[src/rtl/dsp_lane_arbiter.sv]
// dsp_lane_arbiter: round-robin owner of the shared DSP lane pool.
// Ports: req/req_ce/req_a/req_b per engine in; grant/owner/busy,
//   dsp_a/dsp_b/dsp_ce to the pool; dsp_out in, resp_p broadcast out;
//   grant_cycles saturating occupancy counter.
module dsp_lane_arbiter #(
   parameter int NUM_REQ  = 2,
   parameter int LANES    = 5,
   parameter int OP_W     = 18,
   parameter int P_W      = 37,
   parameter int PIPE_LAT = 2,
   localparam int OW = (NUM_REQ > 1) ? $clog2(NUM_REQ) : 1
) (
   input  logic                                  clk,
   input  logic                                  rst,
   input  logic [NUM_REQ-1:0]                    req,
   input  logic [NUM_REQ-1:0]                    req_ce,
   input  logic [NUM_REQ-1:0][LANES-1:0][OP_W-1:0] req_a,
   input  logic [NUM_REQ-1:0][LANES-1:0][OP_W-1:0] req_b,
   output logic [NUM_REQ-1:0]                    grant,
   output logic [OW-1:0]                         owner,
   output logic                                  busy,
   output logic [LANES-1:0][OP_W-1:0]            dsp_a,
   output logic [LANES-1:0][OP_W-1:0]            dsp_b,
   output logic                                  dsp_ce,
   input  logic [LANES-1:0][P_W-1:0]             dsp_out,
   output logic [LANES-1:0][P_W-1:0]             resp_p,
   output logic [31:0]                           grant_cycles
);

   typedef enum logic [1:0] {
      IDLE  = 2'd0,
      GRANT = 2'd1,
      DRAIN = 2'd2
   } state_t;

   state_t               state_q, state_d;
   logic [OW-1:0]        rr_ptr, rr_d;
   logic [OW-1:0]        owner_d;
   logic [2:0]           drain_cnt, drain_d;
   logic [NUM_REQ-1:0]   grant_d;
   logic [31:0]          gc_d;

   logic                 any_req;
   logic                 found;
   logic [OW-1:0]        win;
   logic [OW-1:0]        idx;
   logic [OW-1:0]        rr_nxt;
   logic [NUM_REQ-1:0]   win_oh;

   assign any_req = |req;
   assign busy    = (state_q != IDLE);
   assign resp_p  = dsp_out;

   // Scan upward from rr_ptr with wrap; first requester found wins.
   always_comb begin
      found  = 1'b0;
      win    = '0;
      idx    = '0;
      win_oh = '0;
      for (int i = 0; i < NUM_REQ; i++) begin
         idx = OW'((int'(rr_ptr) + i) % NUM_REQ);
         if (!found && req[idx]) begin
            found = 1'b1;
            win   = idx;
         end
      end
      win_oh[win] = 1'b1;
      rr_nxt = OW'((int'(win) + 1) % NUM_REQ);
   end

   always_comb begin
      state_d = state_q;
      grant_d = grant;
      owner_d = owner;
      rr_d    = rr_ptr;
      drain_d = drain_cnt;
      gc_d    = grant_cycles;
      unique case (state_q)
         IDLE: begin
            if (any_req) begin
               owner_d = win;
               grant_d = win_oh;
               rr_d    = rr_nxt;
               state_d = GRANT;
            end
         end
         GRANT: begin
            if (grant_cycles != 32'hFFFF_FFFF)
               gc_d = grant_cycles + 32'd1;
            if (!req[owner]) begin
               grant_d = '0;
               drain_d = 3'(PIPE_LAT - 1);
               state_d = DRAIN;
            end
         end
         DRAIN: begin
            if (drain_cnt == 3'd0) begin
               // Hand straight to the next winner; no idle bubble.
               if (any_req) begin
                  owner_d = win;
                  grant_d = win_oh;
                  rr_d    = rr_nxt;
                  state_d = GRANT;
               end else begin
                  state_d = IDLE;
               end
            end else begin
               drain_d = drain_cnt - 3'd1;
            end
         end
         default: state_d = IDLE;
      endcase
   end

   // Zero operands with ce high during DRAIN flush stale products.
   always_comb begin
      dsp_a  = '0;
      dsp_b  = '0;
      dsp_ce = 1'b0;
      unique case (state_q)
         GRANT: begin
            dsp_a  = req_a[owner];
            dsp_b  = req_b[owner];
            dsp_ce = req_ce[owner];
         end
         DRAIN:   dsp_ce = 1'b1;
         default: dsp_ce = 1'b0;
      endcase
   end

   always_ff @(posedge clk) begin
      if (rst) begin
         state_q      <= IDLE;
         grant        <= '0;
         owner        <= '0;
         rr_ptr       <= '0;
         drain_cnt    <= '0;
         grant_cycles <= '0;
      end else begin
         state_q      <= state_d;
         grant        <= grant_d;
         owner        <= owner_d;
         rr_ptr       <= rr_d;
         drain_cnt    <= drain_d;
         grant_cycles <= gc_d;
      end
   end

endmodule

[config.mk]
export PLATFORM = sky130hd
export DESIGN_NAME = dsp_lane_arbiter
export DESIGN_NICKNAME = d
export VERILOG_FILES = /design/src/rtl/dsp_lane_arbiter.sv
export SDC_FILE = /design/constraint.sdc
export NUM_CORES = 1
export LEC_CHECK = 0
export ABC_AREA = 1
export BUFFER_PORTS_ARGS = -buffer_cell sky130_fd_sc_hd__buf_2
export CAP_MARGIN = 40
export CORE_AREA = 2 2 374 376
export CTS_BUF_LIST = sky130_fd_sc_hd__clkbuf_4
export DETAILED_ROUTE_END_ITERATION = 8
export DIE_AREA = 0 0 376 378
export PLACE_DENSITY = 0.31
export SYNTH_ARGS = -nofsm -noshare
export SYNTH_HDL_FRONTEND = slang
export SYNTH_SLANG_ARGS = --single-unit
[constraint.sdc]
create_clock -name clk -period 3.6 [get_ports clk]
set_clock_uncertainty 0.15 [all_clocks]
set_input_delay 0.36 -clock clk [delete_from_list [all_inputs] [get_ports clk]]
set_output_delay 0.36 -clock clk [all_outputs]
set_load 0.01 [all_outputs]
==> results of run 1 <==
-- flip-flops by register name, summed over array words and instances (netlist names) --
name          count
grant_cycles     32
drain_cnt         3
grant             2
state_q           2
owner             1
rr_ptr            1
-- cells in the final DEF (no fill, tap or decap), types with 2 or more instances in the layout --
master    instances
buf_2           582
nor2_1          444
o21ai_0         186
nand2_1          92
dfxtp_1          40
a21oi_1          36
inv_1            34
nand3_1          26
buf_4            15
nand4_1          12
nand3_2          12
diode_2           8
ha_1              7
nor2_2            5
nand2_2           5
nor3_1            5
clkbuf_4          5
a21oi_2           4
buf_12            4
xor2_1            2
nor2_4            2
clkinv_2          2
-- stage by stage --
stage	worst slack, ns	utilization	total power, W
final	0.5106	0.07360	0.004149
after CTS	0.4599	0.07345	0.004271
after floorplan	1.647	-	0.002305
after global placement	0.9551	0.07307	0.003988
after global routing	0.3392	0.07349	0.004539
after detailed placement	0.9427	0.07307	0.003972
-- area by class of cell --
type	instances	area share
tap	1807	0.2218
clock buffer	5	0.003682
multi-input combinational	846	0.3718
sequential	41	0.08089
inverter	35	0.01362
timing repair buffer	601	0.3047
antenna	8	0.001964
clock inverter	3	0.001596
-- where the power goes --
part,switching [W],internal (W)
combinational,0.00229,0.00105
sequential,0.0000461,0.000495
clock,0.000189,0.0000748
total,0.00253,0.00162
-- critical path, stage by stage, from the launching register on --
cell,delay (ns)
dfxtp_1,0.52
ha_4,0.50
buf_4,0.34
o21ai_0,0.12
nor2_1,0.40
buf_2,0.23
-- worst max-delay path by stage --
stage / start / depth (start not counted) / slack, ns / end
2_1_floorplan: state_q[1] / 7 / 1.65 / dsp_a[49]
3_3_place_gp: state_q[0] / 6 / 0.96 / dsp_ce
3_5_place_dp: state_q[0] / 5 / 0.94 / dsp_b[67]
4_1_cts: state_q[0] / 5 / 0.46 / dsp_b[67]
5_1_grt: state_q[0] / 5 / 0.34 / dsp_b[7]
6_report: state_q[0] / 5 / 0.51 / dsp_b[3]
-- logic make-up (layout without fill, tap and decap cells) --
group | after synthesis | in the layout | share of synthesized area
flops | 41 | 41 | 0.1272
buf+inv | 290 | 644 | 0.2872
other cells | 0 | 8 | 0
compound gates | 228 | 228 | 0.1800
xor+xnor | 3 | 3 | 0.004074
fa+ha+maj | 8 | 8 | 0.01552
simple gates | 607 | 607 | 0.3860
-- per-layer routing --
| metal | GRT usage | vias up | routed length, µm | share of wire |
|---|---|---|---|---|
| met5 | 0 | - | 30 | 0.00047 |
| met4 | 0.02158 | 4 | 1947 | 0.031 |
| met3 | 0.05078 | 89 | 9156 | 0.14 |
| met2 | 0.1405 | 602 | 29630 | 0.47 |
| met1 | 0.08694 | 4112 | 22810 | 0.36 |
| li1 | - | 4271 | - | - |
==> results by group, run 1 <==
Outcome
  • Outcome: finished clean

Clock network
  • Clock transition at the register clock pins on the worst setup and hold paths after CTS: 0.14 ns
  • Clock buffer depth: 2
  • Clock Sinks: just over 40
  • Cells resized by post-CTS repair: 0
  • Total of hold buffers inserted after clock tree synthesis: 0
  • Number of buffers inserted to repair setup after CTS: 0
  • Cell chosen for the clock root: clkbuf_4
  • Worst skew pair latency: 0.39 ns
  • H-tree Lvls: 2
  • Number of CTS-inserted buffers: 5
  • Clock tree from TritonCTS: yes

Synth
  • Largest cells by area after synthesis: nor2_1, buf_4, o21ai_0
  • Number of synthesis warnings: 0
  • Sequential cell area fraction in the yosys report: 0.1272
  • Yosys top cell area share: 0.2583
  • Most used standard cell by instance count after synthesis: nor2_1
  • Post-Synthesis Mean Instance Area: roughly 5.5 µm²
  • Number of unique standard cell types used by synthesis: 27
  • Post-synth EDFFs: 0
  • Post-synth ARST share: 0
  • Synthesized net count: 1,736
  • Top cell types by occurrence after synthesis: nor2_1, buf_4, o21ai_0
  • Main flop type after synthesis: dfxtp_1
  • Count of state elements after synthesis: 41
  • Cells after synthesis: between 1,000 and 1,500
  • Post-synthesis cell type with the largest combined area: nor2_1
  • Post-Synthesis Cell Area: 6451 µm²

Die
  • Placeable core area: 138,500 µm²
  • Die area: 142,100 µm²
  • Placement row count: 137
  • Initial Util: 0.04658
  • Number of top-level pins: 953
  • Height of the die: between 300 and 400 µm
  • Chip Width: approximately 380 µm

Place
  • # placed instances: 3,330
  • Last weighted congestion value of the routability-driven placer: 0.8746
  • Port buffer count: 582
  • Post-detailed-placement half-perimeter wirelength: 56,920 µm
  • Dpl cell area: roughly 10,000 µm²

STA
  • Fin crit period: 3.089 ns
  • Hold Violations, Final: 0
  • Aggregate negative setup slack: 0 ns
  • Slew margin rel.: 0.5973
  • Worst hold margin: 0.1944 ns
  • Share of the clock period used by the worst path: 0.8582
  • Setup violation total in the final timing report: 0
  • RSZ-0062 raised after global routing: no
  • Actual slew at the worst max-slew pin: 0.6040 ns
  • Number of pins with negative max-slew slack in the final report: 0
  • F_max: 0.3237 GHz

Power
  • Maximum ir drop on the vdd rail: 0.3363 mV
  • Power per cell area: 407.0 nW/µm²
  • Static leakage: between 4 and 5 nW

Cells and area
  • Register Area: 824.5 µm²
  • Filler cells: 16,630
  • Area Growth Syn to Fin: 58.01%
  • Final non-filler cell total: 3,346
  • Cell area after layout: 10,190 µm²
  • Share of final-layout standard cells stronger than drive strength 1: 0.4193
  • Area of the multi-input gates: 3790 µm²
  • Number of nets in the layout: 2,089

Routing
  • 1st-iter DRT viols: 570
  • Via count of the routed design: 9,078
  • Number of iterations in the first detailed-routing pass: 5
  • Sum of routed wire length over all layers: 63,570 µm
  • Number of vias per cell: 2.713
  • DRC violations left: 0
  • Antenna Nets Post-Route: 0
  • Routed WL per cell: 19.00 µm

Worst setup path
  • Critical Path Sink Type: output port
  • Nature of the critical path startpoint: flop
  • Arrival time of the worst setup path: 2.58 ns
  • Endpoint of the worst register-to-register path: grant_cycles[18]
  • FF-to-FF Start: state_q[0]
  • Setup slack on the worst flop-to-flop path: ~1.0 ns
  • Largest fanout on the critical path: 28
  • FF-to-FF path depth: 8
  • Kind of critical path: reg -> out
  • Required arrival time at the worst endpoint: just over 3 ns

Hold path
  • Hold Path Stages: 2
  • Source of the worst hold timing path: rst
  • Worst min-delay path endpoint: drain_cnt[1]
  • Class of the most critical hold timing path: in -> reg

Global routing
  • Antenna violations before repair: 16
  • Largest net degree at the start of global routing: 144
  • Leftover overflow at the end of global routing: 0
  • Via count of the first global-routing pass: slightly below 9,000
  • Wire length of the first global-routing pass: 80,710 µm
  • Total Routing Usage GR: 0.08329

Flow run
  • Max-Cap Viols: 0
(Power assumes the default switching activity.)
==> run 2, diff against run 1 <==
--- a/config.mk
+++ b/config.mk
@@ -8,11 +8,12 @@
 export ABC_AREA = 1
 export BUFFER_PORTS_ARGS = -buffer_cell sky130_fd_sc_hd__buf_2
 export CAP_MARGIN = 40
-export CORE_AREA = 2 2 374 376
+export CORE_AREA = 2 2 372 374
 export CTS_BUF_LIST = sky130_fd_sc_hd__clkbuf_4
 export DETAILED_ROUTE_END_ITERATION = 8
-export DIE_AREA = 0 0 376 378
-export PLACE_DENSITY = 0.31
+export DIE_AREA = 0 0 374 376
+export HOLD_SLACK_MARGIN = 0.08
+export PLACE_DENSITY = 0.32
 export SYNTH_ARGS = -nofsm -noshare
 export SYNTH_HDL_FRONTEND = slang
 export SYNTH_SLANG_ARGS = --single-unit
==> constraint.sdc (replaced) <==
create_clock -name clk -period 2.7 [get_ports clk]
set_clock_uncertainty 0.15 [all_clocks]
set_input_delay 0.27 -clock clk [delete_from_list [all_inputs] [get_ports clk]]
set_output_delay 0.27 -clock clk [all_outputs]
set_load 0.01 [all_outputs]
==> run 2 against run 1 <==
Total power rose by 42%. Wire length is 2.9% higher. Clock-buffer cell count up 2. Critical endpoint is now dsp_b[71]. Largest cell class unchanged. Highest routed layer unchanged.
==> results by group, run 2 (synthesis results as in run 1) <==
STA
  • Fin crit period: 2.564 ns
  • F_max: about 0.39 GHz
  • Aggregate negative setup slack: 0 ns (unchanged)
  • Setup violation total in the final timing report: 0 (unchanged)
  • Share of the clock period used by the worst path: 0.9496
  • Final worst-path setup slack: 0.1360 ns (-0.3746 ns)
  • RSZ-0062 raised after global routing: no
  • Number of pins with negative max-slew slack in the final report: 0 (unchanged)
  • Slew margin rel.: 0.4985 (-0.09884)
  • Hold Violations, Final: 0 (unchanged)
  • Actual slew at the worst max-slew pin: 0.7444 ns (+0.1404 ns)

Worst setup path
  • Endpoint of the worst register-to-register path: grant_cycles[27]
  • Nature of the critical path startpoint: flop
  • Cell chain of the critical path: inv_2 > ha_4 > buf_16 > buf_4 > o21ai_0 > nor2_2 > buf_2
  • Largest incremental delay on the critical path: 0.36 ns (-0.16 ns)
  • Worst setup path endpoint: dsp_b[71]
  • Cell count along the critical path: 7 (+2)
  • Worst path bufs/invs: 4 (+2)
  • Critical path origin: state_q[1]
  • Dominant delay contributor by cell family on the critical path: buffers and inverters
  • Critical Path Sink Type: output port
  • Worst-path cell with the longest stage delay: dfxtp_1
  • FF-to-FF Start: state_q[1]
  • Largest fanout on the critical path: 32 (+14%)
  • Arrival time of the worst setup path: 2.14 ns (-0.44 ns)
  • Setup slack on the worst flop-to-flop path: 0.48 ns (-0.54 ns)
  • Kind of critical path: reg -> out
  • FF-to-FF path depth: 11 (+3)
  • Required arrival time at the worst endpoint: 2.28 ns (-0.81 ns)

Power
  • Maximum ir drop on the vdd rail: 0.4276 mV (+27%)
  • Power per cell area: 561.1 nW/µm² (+38%)
  • Static leakage: 4.934 nW (+2.9%)

Routing
  • Sum of routed wire length over all layers: 65,410 µm (+2.9%)
  • Via count of the routed design: 9,176 (+1.1%)
  • Routed WL per cell: 19.48 µm (+2.5%)
  • 1st-iter DRT viols: 525 (-7.9%)
  • Number of vias per cell: 2.733 (+0.72%)
  • Antenna Nets Post-Route: 0 (unchanged)
  • Number of iterations in the first detailed-routing pass: 4 (-1)
  • DRC violations left: 0 (unchanged)

Die
  • Height of the die: 376 µm (-0.53%)
  • Number of top-level pins: 953 (unchanged)
  • Chip Width: 374 µm (-0.53%)
  • Die area: 140,600 µm² (-1.1%)
  • Placeable core area: 136,600 µm² (-1.3%)
  • Initial Util: 0.04721 (+0.0006346)
  • Placement row count: 136 (-0.73%)

Cells and area
  • Register with the most flip-flops: grant_cycles
  • Filler cells: 16,370 (-1.6%)
  • Share of final-layout standard cells stronger than drive strength 1: 0.4333 (+0.01394)
  • Area Growth Syn to Fin: 62.53%
  • Most common cell after layout, fill and taps aside: buf_2
  • Number of nets in the layout: 2,109 (+0.96%)
  • Most used cells in the layout excluding fill and tap cells: buf_2, nor2_1, o21ai_0
  • Flip-flop count of the largest register after layout: 32 (unchanged)
  • Cell area after layout: 10,490 µm² (+2.9%)
  • Biggest regs: grant_cycles (32), drain_cnt (3)

Place
  • Last weighted congestion value of the routability-driven placer: 0.9003 (+2.9%)
  • Port buffer count: 582 (unchanged)
  • Minimum setup slack after placement: 0.2007 ns (-0.7420 ns)
  • Dpl cell area: 10,280 µm² (+1.6%)
  • Post-detailed-placement half-perimeter wirelength: 57,010 µm (+0.16%)

Global routing
  • Largest net degree at the start of global routing: 77 (-47%)
  • Leftover overflow at the end of global routing: 0 (unchanged)
  • Via count of the first global-routing pass: 8,803 (+0.39%)
  • Total Routing Usage GR: 0.08678 (+0.003487)
  • Wire length of the first global-routing pass: 83,100 µm (+3.0%)
  • Antenna violations before repair: 20 (+4)

Clock network
  • Clock buffer depth: 2 (unchanged)
  • Clock tree from TritonCTS: yes
  • Clock transition at the register clock pins on the worst setup and hold paths after CTS: 0.12 ns (-0.02 ns)
  • Number of CTS-inserted buffers: 5 (unchanged)
  • H-tree Lvls: 2 (unchanged)
  • Clock Sinks: 41 (unchanged)
  • Total of hold buffers inserted after clock tree synthesis: 0 (unchanged)
  • Worst skew pair latency: 0.37 ns (-0.02 ns)
  • Cell chosen for the clock root: clkbuf_4

Hold path
  • Class of the most critical hold timing path: in -> reg

Outcome
  • Outcome: finished clean

Flow run
  • Max-Cap Viols: 0 (unchanged)
==> run 2: cell count changes in the layout (fill, tap and decap cells not counted), moves of 2 or more <==
| cell | delta |
|---|---|
| buf_4 | +16 |
| o21ai_0 | -3 |
| diode_2 | +5 |
| clkbuf_4 | +2 |
| clkinv_2 | -2 |
| buf_12 | +4 |
| o21ai_1 | +3 |
| nor2_1 | -9 |
| buf_2 | -3 |
| nor2_2 | +9 |
==> run 2: final cells by class <==
cell class | instances | area, µm² | share of cell area
clock buffer | 7 | 52.55 | 0.005012
sequential | 41 | 825.8 | 0.07876
tap | 1794 | 2245 | 0.2141
antenna | 13 | 32.53 | 0.003103
multi-input combinational | 846 | 3812 | 0.3636
timing repair buffer | 621 | 3366 | 0.3210
inverter | 35 | 147.6 | 0.01408
clock inverter | 1 | 3.754 | 0.0003580
==> run 2: worst min-delay path by stage <==
stage | from | end | slack [ns] | depth (start not counted)
final | rst | drain_cnt[1] | 0.13 | 2
after detailed placement | grant[1] | grant[1] | 0.32 | 2
after CTS | rst | drain_cnt[1] | 0.10 | 2
after floorplan | rst | state_q[1] | 0.31 | 3
after global placement | grant[0] | grant[0] | 0.31 | 2
after global routing | rst | drain_cnt[1] | 0.11 | 2
==> run 2: metal layers <==
metal,wire length [µm],share of wire,global-route usage,vias up
met5,118,0.0018,0.005489,-
met4,1515,0.023,0.01765,4
met3,8797,0.13,0.04888,91
met2,31210,0.48,0.1491,575
met1,23770,0.36,0.09209,4178
li1,-,-,-,4328
==> run 2: repair_timing <==
action,in CTS,in global routing
cloned,1,0
resized for setup,12,10
buffers inserted,1,2
pin swaps,2,4
setup endpoints to repair,47,56
==> run 2: power by group <==
| group | switching (W) | internal [W] |
|---|---|---|
| Combinational | 0.00317 | 0.00163 |
| Sequential | 0.0000765 | 0.000662 |
| Clock | 0.000228 | 0.000121 |
==> run 2: metrics by stage <==
step | utilization | instances | hold WS, ns | power [W]
2_1_floorplan | - | 1177 | 0.3096 | 0.003074
3_3_place_gp | 0.07524 | 3333 | 0.3113 | 0.005491
3_5_place_dp | 0.07524 | 3333 | 0.3179 | 0.005419
4_1_cts | 0.07621 | 3343 | 0.1002 | 0.006027
5_1_grt | 0.07650 | 3345 | 0.1101 | 0.006490
6_report | 0.07673 | 3358 | 0.1274 | 0.005884
